$ cat src/rtl/pipe_pkg.sv
// pipe_pkg: shared definitions for the EX-side of the five-stage pipeline.
//   - ALU operation codes driven onto the ALU's 4-bit operation input
//   - ALU-op encodings produced by the main decoder
//   - R-type funct constants
//   - ID/EX latch layout and small decode/hazard helpers
package pipe_pkg;

  localparam int XLEN = 32;
  localparam int RIDX = 5;

  typedef enum logic [3:0] {
    OP_AND = 4'b0000,
    OP_OR  = 4'b0001,
    OP_ADD = 4'b0010,
    OP_SUB = 4'b0110,
    OP_SLT = 4'b0111,
    OP_NOP = 4'b1111   // ALU drives 0
  } alu_opc_e;

  typedef enum logic [1:0] {
    ALUOP_ADD   = 2'b00,
    ALUOP_SUB   = 2'b01,
    ALUOP_FUNCT = 2'b10,
    ALUOP_RSVD  = 2'b11
  } alu_op_e;

  localparam logic [5:0] FN_ADD = 6'b100000;
  localparam logic [5:0] FN_SUB = 6'b100010;
  localparam logic [5:0] FN_AND = 6'b100100;
  localparam logic [5:0] FN_OR  = 6'b100101;
  localparam logic [5:0] FN_SLT = 6'b101010;

  // ID/EX latch contents. An all-zero value is both the reset state and a bubble.
  typedef struct packed {
    logic            valid;
    logic [RIDX-1:0] rs;
    logic [RIDX-1:0] rt;
    logic [XLEN-1:0] rs_data;
    logic [XLEN-1:0] rt_data;
    logic [XLEN-1:0] imm;
    logic            alu_src;
    alu_opc_e        op;
    logic [RIDX-1:0] dest;
    logic            reg_write;
    logic            mem_read;
    logic            mem_write;
    logic            branch;
  } idex_t;

  function automatic alu_opc_e decode_op(input logic [1:0] alu_op, input logic [5:0] funct);
    alu_opc_e r;
    r = OP_NOP;
    case (alu_op)
      ALUOP_ADD:   r = OP_ADD;
      ALUOP_SUB:   r = OP_SUB;
      ALUOP_FUNCT: begin
        case (funct)
          FN_ADD:  r = OP_ADD;
          FN_SUB:  r = OP_SUB;
          FN_AND:  r = OP_AND;
          FN_OR:   r = OP_OR;
          FN_SLT:  r = OP_SLT;
          default: r = OP_NOP;
        endcase
      end
      default:     r = OP_NOP;
    endcase
    return r;
  endfunction

  // True when a producer (we, dst) feeds a source the ID instruction actually reads.
  // rt only counts when it is a real operand (register B) or the store data.
  function automatic logic src_hit(input logic we, input logic [RIDX-1:0] dst,
                                   input logic [RIDX-1:0] rs, input logic [RIDX-1:0] rt,
                                   input logic uses_rt);
    return we && (dst != '0) && ((dst == rs) || (uses_rt && (dst == rt)));
  endfunction

endpackage

$ cat src/rtl/id_ex_issue_forward.sv
// ex_forward_unit: resolves one EX source operand against the EX/MEM and MEM/WB
// producers. EX/MEM is younger and therefore wins; register 0 is never forwarded.
// Ports:
//   src_idx, reg_data            - latched source index and register-file value
//   exmem_reg_write/rd/result    - EX/MEM producer
//   memwb_reg_write/rd/data      - MEM/WB producer
//   fwd_data                     - resolved operand
module ex_forward_unit
  import pipe_pkg::*;
(
  input  logic [RIDX-1:0] src_idx,
  input  logic [XLEN-1:0] reg_data,
  input  logic            exmem_reg_write,
  input  logic [RIDX-1:0] exmem_rd,
  input  logic [XLEN-1:0] exmem_result,
  input  logic            memwb_reg_write,
  input  logic [RIDX-1:0] memwb_rd,
  input  logic [XLEN-1:0] memwb_data,
  output logic [XLEN-1:0] fwd_data
);

  logic exmem_hit, memwb_hit;

  always_comb begin
    exmem_hit = exmem_reg_write && (exmem_rd != '0) && (exmem_rd == src_idx);
    memwb_hit = memwb_reg_write && (memwb_rd != '0) && (memwb_rd == src_idx);
    fwd_data  = reg_data;
    if (exmem_hit)      fwd_data = exmem_result;
    else if (memwb_hit) fwd_data = memwb_data;
  end

endmodule

$ cat src/rtl/id_ex_issue.sv
// id_ex_issue: operand-issue stage in front of the 32-bit ALU.
//   - ID/EX latch with registered ALU operation decode
//   - RAW resolution: forwarding from EX/MEM and MEM/WB plus load-use stall,
//     or, without forwarding, a stall until the producer has left MEM/WB
// Build option: ID_EX_FORWARDING_EN
//   defined   - forwarding muxes present, only load-use stalls (one bubble)
//   undefined - operands straight from latched register data, stall on any
//               in-flight producer in ID/EX, EX/MEM or MEM/WB
// Ports:
//   clk, reset (sync, active high)
//   id_*            - decoded instruction from ID
//   exmem_*, memwb_* - producers for forwarding / hazard detection
//   flush           - squash the instruction entering ID/EX
//   id_stall        - hold PC and IF/ID
//   alu_a/b/operation, ex_* - EX stage operands and control
module id_ex_issue
  import pipe_pkg::*;
(
  input  logic        clk,
  input  logic        reset,
  input  logic        id_valid,
  input  logic [4:0]  id_rs,
  input  logic [4:0]  id_rt,
  input  logic [4:0]  id_rd,
  input  logic [31:0] id_rs_data,
  input  logic [31:0] id_rt_data,
  input  logic [31:0] id_imm,
  input  logic        id_alu_src,
  input  logic [1:0]  id_alu_op,
  input  logic [5:0]  id_funct,
  input  logic        id_reg_dst,
  input  logic        id_reg_write,
  input  logic        id_mem_read,
  input  logic        id_mem_write,
  input  logic        id_branch,
  input  logic        exmem_reg_write,
  input  logic [4:0]  exmem_rd,
  input  logic [31:0] exmem_result,
  input  logic        memwb_reg_write,
  input  logic [4:0]  memwb_rd,
  input  logic [31:0] memwb_data,
  input  logic        flush,
  output logic        id_stall,
  output logic [31:0] alu_a,
  output logic [31:0] alu_b,
  output logic [3:0]  alu_operation,
  output logic        ex_valid,
  output logic [4:0]  ex_dest,
  output logic [31:0] ex_store_data,
  output logic        ex_reg_write,
  output logic        ex_mem_read,
  output logic        ex_mem_write,
  output logic        ex_branch
);

  idex_t ex_q, ex_d;
  logic [XLEN-1:0] rs_val, rt_val;
  logic uses_rt, hazard;

  // ---------------- operand resolution ----------------
`ifdef ID_EX_FORWARDING_EN
  ex_forward_unit u_fwd_rs (
    .src_idx(ex_q.rs), .reg_data(ex_q.rs_data),
    .exmem_reg_write(exmem_reg_write), .exmem_rd(exmem_rd), .exmem_result(exmem_result),
    .memwb_reg_write(memwb_reg_write), .memwb_rd(memwb_rd), .memwb_data(memwb_data),
    .fwd_data(rs_val)
  );
  ex_forward_unit u_fwd_rt (
    .src_idx(ex_q.rt), .reg_data(ex_q.rt_data),
    .exmem_reg_write(exmem_reg_write), .exmem_rd(exmem_rd), .exmem_result(exmem_result),
    .memwb_reg_write(memwb_reg_write), .memwb_rd(memwb_rd), .memwb_data(memwb_data),
    .fwd_data(rt_val)
  );
`else
  assign rs_val = ex_q.rs_data;
  assign rt_val = ex_q.rt_data;
  // Forwarding-only inputs and latched indices have no reader in this build.
  logic unused_fwd;
  assign unused_fwd = ^{exmem_result, memwb_data, ex_q.rs, ex_q.rt};
`endif

  // ---------------- hazard detection ----------------
  always_comb begin
    uses_rt = !id_alu_src || id_mem_write;
`ifdef ID_EX_FORWARDING_EN
    // Only a load in EX cannot be forwarded in time.
    hazard = src_hit(ex_q.valid && ex_q.mem_read, ex_q.dest, id_rs, id_rt, uses_rt);
`else
    hazard = src_hit(ex_q.valid && ex_q.reg_write, ex_q.dest, id_rs, id_rt, uses_rt)
           | src_hit(exmem_reg_write, exmem_rd, id_rs, id_rt, uses_rt)
           | src_hit(memwb_reg_write, memwb_rd, id_rs, id_rt, uses_rt);
`endif
    id_stall = hazard && !reset;
  end

  // ---------------- ID/EX latch ----------------
  always_comb begin
    ex_d = '0;   // reset value and bubble share the all-zero encoding
    if (!reset && !flush && !hazard && id_valid) begin
      ex_d.valid     = 1'b1;
      ex_d.rs        = id_rs;
      ex_d.rt        = id_rt;
      ex_d.rs_data   = id_rs_data;
      ex_d.rt_data   = id_rt_data;
      ex_d.imm       = id_imm;
      ex_d.alu_src   = id_alu_src;
      ex_d.op        = decode_op(id_alu_op, id_funct);
      ex_d.dest      = id_reg_dst ? id_rd : id_rt;
      ex_d.reg_write = id_reg_write;
      ex_d.mem_read  = id_mem_read;
      ex_d.mem_write = id_mem_write;
      ex_d.branch    = id_branch;
    end
  end

  always_ff @(posedge clk) begin
    ex_q <= ex_d;
  end

  // ---------------- EX outputs ----------------
  assign alu_a         = rs_val;
  assign alu_b         = ex_q.alu_src ? ex_q.imm : rt_val;
  assign ex_store_data = rt_val;
  assign alu_operation = ex_q.op;
  assign ex_valid      = ex_q.valid;
  assign ex_dest       = ex_q.dest;
  assign ex_reg_write  = ex_q.valid && ex_q.reg_write;
  assign ex_mem_read   = ex_q.valid && ex_q.mem_read;
  assign ex_mem_write  = ex_q.valid && ex_q.mem_write;
  assign ex_branch     = ex_q.valid && ex_q.branch;

endmodule

$ cat config.mk
export PLATFORM = sky130hd
export DESIGN_NAME = id_ex_issue
export DESIGN_NICKNAME = d
export VERILOG_FILES = /design/src/rtl/pipe_pkg.sv /design/src/rtl/id_ex_issue_forward.sv /design/src/rtl/id_ex_issue.sv
export SDC_FILE = /design/constraint.sdc
export NUM_CORES = 1
export LEC_CHECK = 0
export CAP_MARGIN = 15
export CORE_AREA = 2 2 121 123
export DETAILED_ROUTE_END_ITERATION = 8
export DIE_AREA = 0 0 123 125
export PLACE_DENSITY = 0.81
export SYNTH_ARGS = -nofsm -noshare
export SYNTH_HDL_FRONTEND = slang
export SYNTH_HIERARCHICAL = 1
export SYNTH_SLANG_ARGS = --single-unit
$ cat constraint.sdc
create_clock -name clk -period 3.3 [get_ports clk]
set_clock_uncertainty 0.05 [all_clocks]
set_input_delay 0.33 -clock clk [delete_from_list [all_inputs] [get_ports clk]]
set_output_delay 0.33 -clock clk [all_outputs]
set_load 0.05 [all_outputs]
# --- After elaboration in Yosys (flattened, before gate mapping) ---
# Cells that the tools add are included.
totals:
  regBits: 111
  out_inout_bits: 111
  word_cells: 60
classes:
  n_eq_ne: 13
  n_mux: 5
  n_bitwise: 2
  n_reduce_logical: 29
op_table:
  columns: ["cell", "count"]
  rows:
  - ["121-bit 2-to-1 mux", 1]
  - ["32-bit 2-to-1 mux", 1]
  - ["5-bit equality test", 6]
  - ["6-bit equality test, second input constant", 5]
  - ["4-bit case mux with 5 select lines", 1]
  - ["1-bit logical AND", 17]
  - ["5-bit nonzero test", 3]
  - ["4-bit case mux with 3 select lines", 1]
  - ["5-bit 2-to-1 mux", 1]
  - ["1-bit zero test", 4]
  - ["1-bit logical OR", 4]
  - ["2-bit by 1-bit equality test with 1-bit output, second input constant", 1]
  - ["2-bit equality test, second input constant", 1]
  - ["2-bit zero test", 1]
  - ["1-bit OR", 2]

# --- Logic depth before layout (Yosys ltp) ---
logic_depth:
  ltp_word: 11
  ltp_mapped: 7

# --- Least setup slack after synthesis ---
# OpenSTA, ideal clock, no wires.
synth_path:
  kind: "reg-to-output"
  from: "register ex_q (netlist bit ex_valid)"
  to: "output port id_stall"
  arrival_ps: 1911
  slack_ps: 1009
  path_stages_with_launch: 5
  n_path_buf: 0
  path_cell_list: "dfxtp_1 -> and2_1 -> o21ai_1 -> nor2_1 -> o31a_1"
synth_via:
  elab_chain_len: 6
synth_lines:
  columns: ["item", "line_no", "text"]
  rows:
  - ["from (decl)", "id_ex_issue.sv:56", "idex_t ex_q, ex_d;"]
  - ["from (signal assigned)", "id_ex_issue.sv:117", "ex_q <= ex_d;"]
  - ["1-bit logical AND", null, null]
  - ["net ex_reg_write", "id_ex_issue.sv:50", "output logic ex_reg_write,"]
  - ["1-bit logical AND (2 in a row)", "pipe_pkg.sv:76", "return we && (dst != '0) && ((dst == rs) || (uses_rt && (dst == rt)));"]
  - ["1-bit OR", "id_ex_issue.sv:90", "| src_hit(exmem_reg_write, exmem_rd, id_rs, id_rt, uses_rt)"]
  - ["1-bit OR", "id_ex_issue.sv:91", "| src_hit(memwb_reg_write, memwb_rd, id_rs, id_rt, uses_rt);"]
  - ["1-bit logical AND", "id_ex_issue.sv:93", "id_stall = hazard && !reset;"]
  - ["to (decl)", "id_ex_issue.sv:43", "output logic id_stall,"]
# The timed path passes the listed nets, and every way through them passes these cells.

# --- Worst setup path after layout ---
layout_path:
  from: "register ex_q[13] (netlist bit)"
  to: "output port alu_b[17]"
layout_via:
  elab_chain_len: 1
layout_lines:
  columns: ["item", "line_no", "text"]
  rows:
  - ["32-bit 2-to-1 mux", "id_ex_issue.sv:122", "assign alu_b = ex_q.alu_src ? ex_q.imm : rt_val;"]
  - ["to (decl)", "id_ex_issue.sv:45", "output logic [31:0] alu_b,"]
# No other way between the ends.

==> impl_metrics.ini <==
[run_status]
status = finished, final reports clean

[clock_network]
cts_tree = built
root_buffer = clkbuf_16
numCtsBuffers = 9
clk_latency_ns = 0.34
htreeDepth = 3
path_clk_slew_ns = 0.07
cts_sinks = 111
post_cts_buffers = 0
post_cts_resized = 0
ctsHoldBuffers = 0
cts_buffer_depth = 2

[global_routing]
antenna_found_initial = 0
grt_first_pass_wirelength_um = 21900
grt.total_usage_pct = 18.1
grt_max_degree = 60
grt-ovfl-total = 0
grt_pass1_vias = 4378

[synthesis]
ys.flop_type = dfxtp_1
ys_seq_area_share_pct = 41.6
synth-async-reset-ratio_pct = 0
syn_avg_cell_area_um2 = 9.74
netlist_area_mm2 = 0.00535
synth_edf_count = 0
synth_nets = 754
synth-seq-cells = 111
syn_inst = 549
synth_warnings = 6
synthDistinctLibCells = 32

[timing]
max_freq_ghz = 0.368
rsz0062_at_grt = false
hold_viol_final = 0
setup_viol = 0
report.final.slew_viol_count = 0
setup_slack_ns = 0.586
tightest_slew_ns = 0.577
fin_crit_ns = 2.71
relSlewSlack_pct = 61.4
finalSetupTns_ns = 0
fin_crit_sh_pct = 82.2

[worst_setup_path]
crit_family = buffers and inverters
worstPathMaxFanout = 17
cp.required_ns = 2.92
path_class = flop to output pin
path_cells = buf_12 > mux2_2 > clkdlybuf4s50_1
arrival_ns = 2.33
crit_path_start_kind = flop
path_buf_inv = 2
end_kind = output pin
slowest_stage = clkdlybuf4s50_1
critPathMaxStageDelay_ns = 0.71

[route]
drt_iter0_drc = 180
vias = 4249
post_drt_wl_per_cell_um = 15.6
viasPerCell = 4.76
drt_first_pass_iters = 4
drcViolationCount = 0
finalWirelength_um = 13900
drtAntennaViolNets = 0

[power_and_ir_drop]
sw_frac_of_total_pct = 26.3
combPwrFrac_pct = 19.1
irDropWorstVdd_mv = 0.221
seqPwrFrac_pct = 45.4
p_leak_nw = 3.18
pwr-share-clk_pct = 35.5
p_total_mw = 3.08
switching_power_uw = 809
intPower_mw = 2.27
p_per_area_mw_per_mm2 = 397

[floorplanning]
fp.coreArea_mm2 = 0.0142
num_rows = 44
ioPinCount = 316
die_h_um = 125
start_util_pct = 37.6
fp.dieW_um = 123
dieArea_mm2 = 0.0154

[finish]
drive_gt1_share_pct = 20.9
layout.nets = 909
design_area_mm2 = 0.00775
area_growth_syn_to_layout_pct = 45.0
n_antenna_cell = 0

[min_path]
min_path_type = input port to flop

[placed_design]
place_area_mm2 = 0.00745
place_congestion = 0.881
hpwl_um = 10100
pre_cts_ws_ns = 0.700
io_buffers = 251

[run]
drv_cap = 0
==> cells in the mapped netlist (2+ instances only) <==
cell	instances	share of area (%)
nand3_1	2	0.19
and2_1	5	0.58
inv_1	2	0.14
nor3_1	18	1.7
nand2_1	105	7.4
xnor2_1	5	0.82
mux2i_1	5	0.94
a32oi_1	2	0.33
xor2_1	25	4.1
buf_4	74	10
buf_2	10	0.94
nor4_1	9	1.1
mux2_2	32	6.7
nand2b_1	2	0.23
clkbuf_1	15	1.1
or4_1	3	0.42
buf_1	5	0.35
dfxtp_1	111	42
nor2_1	6	0.42
o21ai_1	3	0.28
nor3_2	90	17
buf_6	10	2.1
==> per-stage QoR <==
stage,cells,util [%],hold slack [ns]
detailed placement,877,52.5,0.822
finish,893,54.6,0.465
global placement,877,52.5,0.817
floorplan,549,-,0.398
global route,893,54.6,0.456
CTS,893,54.6,0.443
==> metal layers <==
layer  track usage [%]  share of wire (%)
met1              21.3                 41
met2              31.7                 50
met3              3.28                6.5
met4              8.16                2.7
met5                 0                  0
==> final cells by class <==
type / instances / area (µm²)
tap: 184 / 230
inverter: 2 / 7.51
clock buffer: 12 / 246
sequential: 111 / 2220
multi-input combinational: 322 / 2340
clock inverter: 4 / 55.1
fill: 1216 / 6450
timing repair buffer: 258 / 2650
==> worst min-delay path: cells and delay by family <==
kind / cells / cell delay, ns
AND/OR/NAND/NOR: 2 / 0.09
buffers and inverters: 1 / 0.40
==> cell families (layout without fill, tap and decap cells) <==
kind of cell,count (synthesis),after routing,share of synthesized area [%]
and+or+nand+nor,243,243,29.2
buffers and inverters,116,276,15.0
DFF,111,111,41.6
muxes,37,37,7.67
xor gates and xnor gates,30,30,4.91
AOI/OAI and AO/OA,12,12,1.66
==> power by group through the flow <==
stage               clock network, mW  registers (mW)  logic [mW]
floorplan                           0            1.42       0.334
global placement                    0            1.43       0.579
finish                           1.10            1.40       0.588
detailed placement                  0            1.43       0.588
global route                     1.19            1.40       0.620
CTS                              1.13            1.40       0.591
==> cells in the final DEF (no fill, tap or decap), types with 3 or more instances in the layout <==
cell / Yosys / layout
clkdlybuf4s50_1: 0 / 250
o21ai_1: 3 / 3
and2_1: 5 / 4
nand2_1: 105 / 105
dfxtp_1: 111 / 110
nor3_1: 18 / 18
nor2_1: 6 / 6
or4_1: 3 / 3
clkbuf_16: 0 / 9
mux2_2: 32 / 32
xor2_1: 25 / 25
nor3_2: 90 / 90
nor4_1: 9 / 9
xnor2_1: 5 / 5
mux2i_1: 5 / 5
buf_12: 0 / 7
==> state kept, by name (all words and copies together) (netlist names) <==
signal and flops:
ex_valid 1, ex_q 37, ex_dest 5, alu_a 32, alu_operation 4, ex_store_data 32
==> final timing paths <==
kind                         startpoint                            to  slack, ns  depth (start not counted)
hold reg to reg      ex_q[3]$_SDFF_PN0_              ex_valid$_DFF_P_       1.08                          5
setup reg to reg  ex_dest[0]$_SDFF_PN0_          alu_a[22]$_SDFF_PN0_       1.25                          6
hold / removal           id_rt_data[23]  ex_store_data[23]$_SDFF_PN0_       0.46                          3
setup / recovery    ex_q[13]$_SDFF_PN0_                     alu_b[17]       0.59                          3
(Power assumes the default switching activity.)
